--- src/rtl/int_pkg.sv ---
// Shared definitions for the external-interrupt arbiter: register offsets,
// arbiter state encoding and the reserved "no source" ID.
package int_pkg;

  localparam logic [1:0] REG_PENDING = 2'd0;
  localparam logic [1:0] REG_ENABLE  = 2'd1;
  localparam logic [1:0] REG_CLAIM   = 2'd2;
  localparam logic [1:0] REG_STATUS  = 2'd3;

  typedef enum logic [1:0] {
    IDLE    = 2'd0,
    SIGNAL  = 2'd1,
    SERVICE = 2'd2
  } state_t;

  localparam int NO_ID = 0;

endpackage

--- src/rtl/rr_priority_pick.sv ---
// Round-robin pick: rotate the request vector so ptr lands at bit 0, take the
// lowest set bit, and map it back to an absolute index.
module rr_priority_pick #(
  parameter int N     = 8,
  parameter int IDX_W = 5
) (
  input  logic [N-1:0]     req,
  input  logic [IDX_W-1:0] ptr,
  output logic [IDX_W-1:0] grant,
  output logic             valid
);

  logic [2*N-1:0] dbl;
  logic [N-1:0]   rot;
  logic [IDX_W:0] sum;

  always_comb begin
    dbl   = {req, req} >> ptr;
    rot   = dbl[N-1:0];
    grant = '0;
    sum   = '0;
    // Descending scan so the smallest rotated offset is the one that sticks.
    for (int k = N - 1; k >= 0; k--) begin
      if (rot[k]) begin
        sum = {1'b0, ptr} + (IDX_W + 1)'(k);
        if (sum >= (IDX_W + 1)'(N))
          sum = sum - (IDX_W + 1)'(N);
        grant = sum[IDX_W-1:0];
      end
    end
    valid = |req;
  end

endmodule

--- src/rtl/ext_int_arbiter.sv ---
// External-interrupt arbiter: edge-latched pending bits, enable mask,
// round-robin selection and a claim/complete handshake driving m_ext_int.
module ext_int_arbiter
  import int_pkg::*;
#(
  parameter int NUM_SRC = 8,
  parameter int ID_W    = 5
) (
  input  logic               CLK,
  input  logic               RST,
  input  logic [NUM_SRC-1:0] src_irq,
  input  logic [3:0]         bus_addr,
  input  logic               bus_wr,
  input  logic               bus_rd,
  input  logic [31:0]        bus_wdata,
  output logic [31:0]        bus_rdata,
  output logic               m_ext_int,
  output logic               busy
);

  state_t             state, state_nxt;
  logic [NUM_SRC-1:0] pending, enable, src_prev, cand, edge_det, claim_clr;
  logic [ID_W-1:0]    rr_ptr, claimed_id, sel, sel_id, ptr_nxt;
  logic [1:0]         reg_sel;
  logic               any, claim_fire, complete_ok, wr_enable;
  logic [31:0]        rd_val;
  logic               unused_bits;

  assign unused_bits = &{1'b0, bus_addr[1:0], bus_wdata};

  assign reg_sel  = bus_addr[3:2];
  assign cand     = pending & enable;
  assign edge_det = src_irq & ~src_prev;

  rr_priority_pick #(
    .N     (NUM_SRC),
    .IDX_W (ID_W)
  ) u_pick (
    .req   (cand),
    .ptr   (rr_ptr),
    .grant (sel),
    .valid (any)
  );

  assign sel_id  = sel + ID_W'(1);
  assign ptr_nxt = (sel_id == ID_W'(NUM_SRC)) ? '0 : sel_id;

  // A claim only takes effect while signalling with a live candidate; an
  // enable write landing the same cycle is not yet visible in cand.
  assign claim_fire  = bus_rd && (reg_sel == REG_CLAIM) && (state == SIGNAL) && any;
  assign complete_ok = bus_wr && (reg_sel == REG_CLAIM) && (state == SERVICE) &&
                       (bus_wdata[ID_W-1:0] == claimed_id);
  assign wr_enable   = bus_wr && (reg_sel == REG_ENABLE);
  assign claim_clr   = claim_fire ? (NUM_SRC'(1) << sel) : '0;

  always_ff @(posedge CLK) begin
    if (RST)
      state <= IDLE;
    else
      state <= state_nxt;
  end

  always_comb begin
    state_nxt = state;
    unique case (state)
      IDLE:    if (any) state_nxt = SIGNAL;
      SIGNAL:  if (claim_fire) state_nxt = SERVICE;
               else if (!any) state_nxt = IDLE;
      SERVICE: if (complete_ok) state_nxt = IDLE;
      default: state_nxt = IDLE;
    endcase
  end

  always_comb begin
    m_ext_int = (state == SIGNAL);
    busy      = (state == SERVICE);
  end

  // New edges win over the claim clear on the same source.
  always_ff @(posedge CLK) begin
    src_prev <= src_irq;
    if (RST) begin
      pending    <= '0;
      enable     <= '0;
      rr_ptr     <= '0;
      claimed_id <= ID_W'(NO_ID);
    end else begin
      pending <= (pending & ~claim_clr) | edge_det;
      if (wr_enable)
        enable <= bus_wdata[NUM_SRC-1:0];
      if (claim_fire) begin
        rr_ptr     <= ptr_nxt;
        claimed_id <= sel_id;
      end else if (complete_ok) begin
        claimed_id <= ID_W'(NO_ID);
      end
    end
  end

  always_comb begin
    rd_val = '0;
    unique case (reg_sel)
      REG_PENDING: rd_val[NUM_SRC-1:0] = pending;
      REG_ENABLE:  rd_val[NUM_SRC-1:0] = enable;
      REG_CLAIM:   if (claim_fire) rd_val[ID_W-1:0] = sel_id;
      REG_STATUS:  rd_val[2:0] = {state, m_ext_int};
      default:     rd_val = '0;
    endcase
  end

  // Read data reflects pre-write state and holds until the next read.
  always_ff @(posedge CLK) begin
    if (RST)
      bus_rdata <= '0;
    else if (bus_rd)
      bus_rdata <= rd_val;
  end

endmodule

--- config.mk ---
export PLATFORM = sky130hd
export DESIGN_NAME = ext_int_arbiter
export DESIGN_NICKNAME = d
export VERILOG_FILES = /design/src/rtl/int_pkg.sv /design/src/rtl/rr_priority_pick.sv /design/src/rtl/ext_int_arbiter.sv
export SDC_FILE = /design/constraint.sdc
export NUM_CORES = 1
export LEC_CHECK = 0
export BUFFER_PORTS_ARGS = -buffer_cell sky130_fd_sc_hd__buf_4
export CORE_ASPECT_RATIO = 1.4
export CORE_MARGIN = 5
export CORE_UTILIZATION = 60
export CTS_BUF_LIST = sky130_fd_sc_hd__clkbuf_8
export CTS_CLUSTER_DIAMETER = 40
export DETAILED_ROUTE_END_ITERATION = 8
export GPL_ROUTABILITY_DRIVEN = 0
export GPL_TIMING_DRIVEN = 1
export PLACE_DENSITY = 0.87
export REMOVE_ABC_BUFFERS = 1
export SYNTH_ARGS = -nofsm -noshare
export SYNTH_HDL_FRONTEND = slang
export SYNTH_SLANG_ARGS = --single-unit
export TNS_END_PERCENT = 50
--- constraint.sdc ---
create_clock -name CLK -period 9.6 [get_ports CLK]
set_input_delay 0.96 -clock CLK [delete_from_list [all_inputs] [get_ports CLK]]
set_output_delay 0.96 -clock CLK [all_outputs]
set_load 0.01 [all_outputs]
# [Yosys cells after proc, flatten, opt, wreduce, memory -nomap -nowiden]
# Index checks and enable logic that the tools add are counted.
[totals] mem_bits_ro=0 latchBits=0 ram_bits=0 elab_cells=90 n_memories=0 regBits=44 inputBits=48
[classes] add_sub_neg=16 mux=29 div=0 eq_ne=10 n_reduce_logical=12 n_lt_le_gt_ge=8 mul=0 n_shift=2 n_bitwise=6
[op_table] cell="5-bit two-way mux" count=20
[op_table] cell="6-bit by 4-bit >= comparator with 1-bit output, second input constant" count=7
[op_table] cell="5-bit by 4-bit subtractor with 5-bit output, second input constant" count=8
[op_table] cell="5-bit by 3-bit adder with 6-bit output, second input constant" count=4
[op_table] cell="8-bit AND" count=3
[op_table] cell="8-bit NOT" count=2
[op_table] cell="16-bit by 5-bit right shift with 8-bit output" count=1
[op_table] cell="5-bit by 2-bit adder with 6-bit output, second input constant" count=2
[op_table] cell="2-bit case mux with 3 select lines" count=2
[op_table] cell="3-bit case mux with 4 select lines" count=1
[op_table] cell="2-bit two-way mux" count=4
[op_table] cell="8-bit two-way mux" count=1
[op_table] cell="8-bit OR" count=1
[op_table] cell="8-bit OR reduction" count=1
[op_table] cell="1-bit by 5-bit << shifter with 8-bit output, first input constant" count=1
[op_table] cell="1-bit logical AND" count=7
[op_table] cell="5-bit by 1-bit adder with 6-bit output, second input constant" count=1
[op_table] cell="2-bit equality test, second input constant" count=3
[op_table] cell="3-bit case mux with 2 select lines" count=1
[op_table] cell="5-bit by 1-bit adder with 5-bit output, second input constant" count=1
[op_table] cell="5-bit by 4-bit equality test with 1-bit output, second input constant" count=1
[op_table] cell="5-bit equality test" count=1
[op_table] cell="5-bit by 4-bit >= comparator with 1-bit output, second input constant" count=1
[op_table] cell="2-bit by 1-bit equality test with 1-bit output, second input constant" count=2
[op_table] cell="6 further kinds" count=7

# [Logic depth before layout (Yosys ltp)]
[depth] ltp_word=16 ltp_mapped=15 depth_no_buf=14

# [Hierarchy]
# From an unflattened synthesis, not the netlist that was laid out.
[unflattened] hier_cells=432 area_unflattened_um2=3678.5
[by_module_without_submodules] mod="ext_int_arbiter" area_per_inst_um2=2094.5 seq_area_each_um2=880.8 cells_per_inst=224 instances=1
[by_module_without_submodules] mod="rr_priority_pick" area_per_inst_um2=1584.0 seq_area_each_um2=0.0 cells_per_inst=208 instances=1

# [Worst setup path after synthesis]
# No wires, ideal clock.
[synth_timing] path_kind="register to register" startpoint="register rr_ptr[1]" endpoint="register rr_ptr[0]" stages_incl_launch_ff=12 t_arrival_ps=3222 n_path_buf=2 slack_ps=6232 setup_ps=146 synth_period_minus_slack_ps=3368 required_ps=9454 path_cell_list="dfxtp_1 -> buf_2 -> mux4_2 -> a221o_1 -> or3_1 -> a211oi_1 -> or2_1 -> clkbuf_1 -> ha_1 -> nand2_1 -> o31ai_2 -> o32ai_1"
[synth_via] elab_chain_cells=14 word_cells_on_any_way=43 classes_between="add/sub: 16; order compare: 8; eq/ne: 1; shift: 1; mux: 17"
[synth_rtl] item="start: declaration" line_no="ext_int_arbiter.sv:23" source="logic [ID_W-1:0] rr_ptr, claimed_id, sel, sel_id, ptr_nxt;"
[synth_rtl] item="start signal: assignment" line_no="ext_int_arbiter.sv:92" source="rr_ptr <= ptr_nxt;"
[synth_rtl] item="5-bit by 3-bit adder with 6-bit output" line_no="rr_priority_pick.sv:25" source="sum = {1'b0, ptr} + (IDX_W + 1)'(k);"
[synth_rtl] item="5-bit by 4-bit subtractor with 5-bit output or 6-bit by 4-bit >= comparator with 1-bit output (tied branches)" line_no="rr_priority_pick.sv:27, rr_priority_pick.sv:26"
[synth_rtl] item="5-bit two-way mux" line_no="rr_priority_pick.sv:26" source="if (sum >= (IDX_W + 1)'(N))"
[synth_rtl] item="5-bit two-way mux (7 in series)" line_no="rr_priority_pick.sv:24" source="if (rot[k]) begin"
[synth_rtl] item="5-bit two-way mux (*)" line_no="rr_priority_pick.sv:24"
[synth_rtl] item="5-bit by 1-bit adder with 5-bit output (*)" line_no="ext_int_arbiter.sv:45" source="assign sel_id = sel + ID_W'(1);"
[synth_rtl] item="5-bit by 4-bit equality test with 1-bit output" line_no="ext_int_arbiter.sv:46" source="assign ptr_nxt = (sel_id == ID_W'(NUM_SRC)) ? '0 : sel_id;"
[synth_rtl] item="5-bit two-way mux (*)" line_no="ext_int_arbiter.sv:46"
# Every way passes the cells marked *; elsewhere a longest branch is shown, timed or not.
# A chain may end at the register's enable or synchronous reset.

# [Worst setup path in the final report]
[layout_timing] startpoint="register rr_ptr[1]" endpoint="register bus_rdata[4]"
[layout_via] elab_chain_cells=14 word_cells_on_any_way=43 classes_between="add/sub: 16; order compare: 8; shift: 1; mux: 18"
[layout_rtl] item="5-bit by 3-bit adder with 6-bit output" line_no="rr_priority_pick.sv:25"
[layout_rtl] item="5-bit by 4-bit subtractor with 5-bit output or 6-bit by 4-bit >= comparator with 1-bit output (tied branches)" line_no="rr_priority_pick.sv:27, rr_priority_pick.sv:26"
[layout_rtl] item="5-bit two-way mux" line_no="rr_priority_pick.sv:26"
[layout_rtl] item="5-bit two-way mux (7 in series)" line_no="rr_priority_pick.sv:24"
[layout_rtl] item="5-bit two-way mux (*)" line_no="rr_priority_pick.sv:24"
[layout_rtl] item="5-bit by 1-bit adder with 5-bit output (*)" line_no="ext_int_arbiter.sv:45"
[layout_rtl] item="5-bit two-way mux (*)" line_no="ext_int_arbiter.sv:105" source="REG_CLAIM: if (claim_fire) rd_val[ID_W-1:0] = sel_id;"
[layout_rtl] item="2-bit case mux with 3 select lines (*)" line_no="ext_int_arbiter.sv:102" source="unique case (reg_sel)"
[layout_rtl] item="end signal: assignment" line_no="ext_int_arbiter.sv:116" source="bus_rdata <= rd_val;"
[layout_rtl] item="end: declaration" line_no="ext_int_arbiter.sv:16" source="output logic [31:0] bus_rdata,"
# Marks and branches as above.

==> run metrics <==
number of instances on the worst hold path 2; Final Worst Setup Slack 5.479 ns; area share of the leading cell type in the synthesized netlist 0.2283; non-filler instance count after layout 565; Max FO, Critical Path 23; critical path's largest stage delay 0.62 ns; Synth Area in Simple Gates 0.2594; standard-cell row count 34; register area share after synthesis 0.2283; clock sink total 44; post-route total power 0.3661 mW; crit path max-delay cell type sky130_fd_sc_hd__mux4_2; mux share of post-synthesis cell area 0.08755; number of hold-slack violations in the final timing report 0; clock latency on the worst-skew pair 0.30 ns; fraction of layout instances using a drive strength above 1 0.1440; Post-Route Skew between 0.006 and 0.007 ns; type of element launching the critical path flip-flop; number of register bits inferred by synthesis 44; number of buffers inserted by hold repair at cts 0; final setup violation count 0; post-place setup slack 5.573 ns; register-to-register setup slack 5.48 ns; global-route total usage across every layer 0.2511; number of global-route vias before repair approximately 3700; run status finished clean; DP Wirelength 7.686 mm; TritonCTS Buffers 5; Critical Path Most Common Cell sky130_fd_sc_hd__a221o_1; Buf+Inv Stages, Crit Path 2; Max Freq ~240 MHz; Placed Instances 557; count of routing violations after the opening detailed-route iteration approximately 390; fraction of the mapped netlist area in adder cells 0.04864; Setup Buffers After CTS 0; reg2reg start rr_ptr[1]; crit path capture type flip-flop; overall die area a little over 8000 sq um; cell family with the largest share of critical-path delay compound AO/OA/AOI/OAI gates; cell at the root of the clock tree sky130_fd_sc_hd__clkbuf_8; post-CTS clock slew at the launch and capture registers of the worst setup and hold paths ~0.08 ns; start point of the worst min-delay path claimed_id[2]; largest net degree at the start of global routing 40; cell taking the most area after synthesis sky130_fd_sc_hd__dfxtp_1; deepest level of the CTS H-tree 2; arrival time of the worst setup path 4.34 ns; final slew viol count 0; floorplan core area 6254 sq um; number of detailed-routing iterations run before antenna repair 6; global-route wire length before repair 17.18 mm; total via count after detailed routing ~3800; post-DR wirelength/cell 18.63 microns; # nets final around 560; period utilisation layout 0.4293; setup repair after global routing missed its margin false; leading post-synthesis cells by cell area sky130_fd_sc_hd__dfxtp_1 (23%), sky130_fd_sc_hd__buf_4 (5.3%), sky130_fd_sc_hd__ha_1 (4.9%); ratio of routed vias to standard cells 6.685; most frequent cells after synthesis sky130_fd_sc_hd__dfxtp_1 (44), sky130_fd_sc_hd__nand2_1 (44), sky130_fd_sc_hd__nor2_1 (42), sky130_fd_sc_hd__a21oi_1 (35), sky130_fd_sc_hd__buf_4 (27); worst flop-to-flop path endpoint bus_rdata[4]; io pins 82; Remaining Overflow, GRT 0; Period minus WS final 4.121 ns; vertical die dimension 104.9 microns; max-capacitance violation count 0; IO Port Bufs 31; library cells used by synthesis 77; endpoint of the worst hold-timing path claimed_id[2]; mean instance size in the synthesized netlist 8.056 sq um; largest vdd supply drop 0.0001116 V; largest family of logic cells by synthesized area simple AND/OR/NAND/NOR gates; class of the most critical hold timing path reg2reg; CTS tree built; number of remaining DRC errors 0; layout overhead on the synthesized area 5.901%; Worst Reg2Reg Path Length in Cells 13; Die X-Extent just under 80 microns; series of cell instances along the critical path buf_4 > inv_2 > mux4_2 > a221o_1 > or4_1 > a21oi_1 > a221o_1 > or2_1 > ha_1 > nand4b_1 > xnor2_1 > nand2_1 > a211oi_1; fraction of registers with async set or reset after synthesis 0; Post-synth EDFFs 0; combined area of all synthesized cells 3859 sq um; flip-flop cell with the highest count after synthesis sky130_fd_sc_hd__dfxtp_1; Final Routed Wirelength 10.52 mm; required time reported for the critical path endpoint 9.82 ns; antenna violations before repair 0; count of antenna-violating nets left after detailed routing 0; clock tree buffer depth 2; Static Leak 1.629 nW; number of antenna cells inserted 0; Resized cells post-CTS 0; WS Path Type reg2reg; complex-gate fraction of the synthesized area 0.2451; worst-margin pin slew between 1 and 1.5 ns; xor/xnor share of the synthesized area 0.04086; worst slew margin relative to its limit 0.2976; Warnings, synthesis 0; power per cell area 89.58 nW/um^2; setup_tns 0 ns; initial core utilization 0.6170; gate count of the mapped netlist around 480
through the flow:
stage	utilization	instance area [sq um]	hold WS, ns
floorplan	-	3641	0.4248
global placement	0.6387	3994	0.4555
detailed placement	0.6387	3994	0.4636
CTS	0.6535	4086	0.4733
global route	0.6535	4086	0.5075
finish	0.6535	4086	0.4690
cell usage in the layout (no fill, tap or decap), drive strengths merged, types with 3 or more instances in the layout:
| master | Yosys | routed |
|---|---|---|
| and2b | 5 | 5 |
| nand3b | 7 | 7 |
| nor4 | 3 | 3 |
| o21ai | 14 | 14 |
| o311ai | 3 | 3 |
| nor2b | 10 | 10 |
| mux2i | 18 | 18 |
| xnor2 | 15 | 15 |
| mux4 | 7 | 7 |
| ha | 15 | 15 |
| nand2 | 44 | 44 |
| buf | 38 | 35 |
| a221oi | 3 | 3 |
| o41ai | 3 | 3 |
| and3 | 4 | 4 |
| or2 | 5 | 5 |
| and2 | 11 | 11 |
| a221o | 5 | 5 |
| or4 | 3 | 3 |
| a311oi | 6 | 6 |
| o31ai | 7 | 7 |
| or3 | 6 | 6 |
| o21a | 3 | 3 |
| nand2b | 12 | 12 |
| dfxtp | 44 | 44 |
| nor3 | 9 | 9 |
| conb | 1 | 24 |
| nand4 | 6 | 6 |
| clkbuf | 14 | 6 |
| inv | 9 | 9 |
| clkinv | 1 | 3 |
| xor2 | 3 | 3 |
| nand3 | 15 | 15 |
| a211oi | 9 | 9 |
| a21oi | 36 | 36 |
| o211ai | 3 | 3 |
| a21o | 4 | 4 |
| nand4b | 6 | 6 |
| nor2 | 42 | 42 |
per-layer routing:
layer,track usage,up-vias,wire length (microns),part of all wire
li1,-,1739,-,-
met1,0.2823,1773,3844,0.37
met2,0.4373,205,5445,0.52
met3,0.03442,60,750,0.071
met4,0.1548,0,484,0.046
met5,0,-,0,0
worst max-delay path by stage:
stage	start	to	slack [ns]	cells past startpoint
after floorplan	rr_ptr[2]	rr_ptr[3]	5.94	14
after global placement	rr_ptr[1]	bus_rdata[4]	5.60	13
after detailed placement	rr_ptr[1]	bus_rdata[4]	5.57	13
after CTS	rr_ptr[1]	bus_rdata[4]	5.53	13
after global routing	rr_ptr[1]	bus_rdata[4]	5.23	13
final	rr_ptr[1]	bus_rdata[4]	5.48	13
worst register-to-register path: stages, from the launching register on:
cell                       delay, ns
sky130_fd_sc_hd__dfxtp_1        0.31
sky130_fd_sc_hd__buf_4          0.21
sky130_fd_sc_hd__inv_2          0.31
sky130_fd_sc_hd__mux4_2         0.62
sky130_fd_sc_hd__a221o_1        0.50
sky130_fd_sc_hd__or4_1          0.44
sky130_fd_sc_hd__a21oi_1        0.21
sky130_fd_sc_hd__a221o_1        0.22
sky130_fd_sc_hd__or2_1          0.24
sky130_fd_sc_hd__ha_1           0.22
sky130_fd_sc_hd__nand4b_1       0.12
sky130_fd_sc_hd__xnor2_1        0.18
sky130_fd_sc_hd__nand2_1        0.18
sky130_fd_sc_hd__a211oi_1       0.28
power by group:
group          switching (mW)  leakage [nW]  internal (mW)
registers             0.00657         0.361          0.189
logic                  0.0281          1.22         0.0217
clock network          0.0631        0.0510         0.0575
total                  0.0977          1.63          0.268
registers in the layout, indices dropped and copies added (netlist names):
register and flops:
enable 8, claimed_id 5, src_prev 8, rr_ptr 5
state 2, pending 8, bus_rdata 8
area by class of cell:
type,count,area [sq um]
Sequential cell,44,880.8
Multi-Input combinational cell,396,2720
Clock buffer,6,82.58
Inverter,10,40.04
Tap cell,72,90.09
Fill cell,504,2167
Clock inverter,2,10.01
Timing Repair Buffer,35,262.8
kinds of logic (layout without fill, tap and decap cells):
kind of cell	Yosys count	count (layout)
DFF	44	44
buffers and inverters	62	53
other	1	24
xor gates and xnor gates	18	18
muxes	25	25
AOI/OAI and AO/OA	123	123
and+or+nand+nor	191	191
adders and majority gates	15	15
No activity file was read; power rests on OpenSTA's default activity.
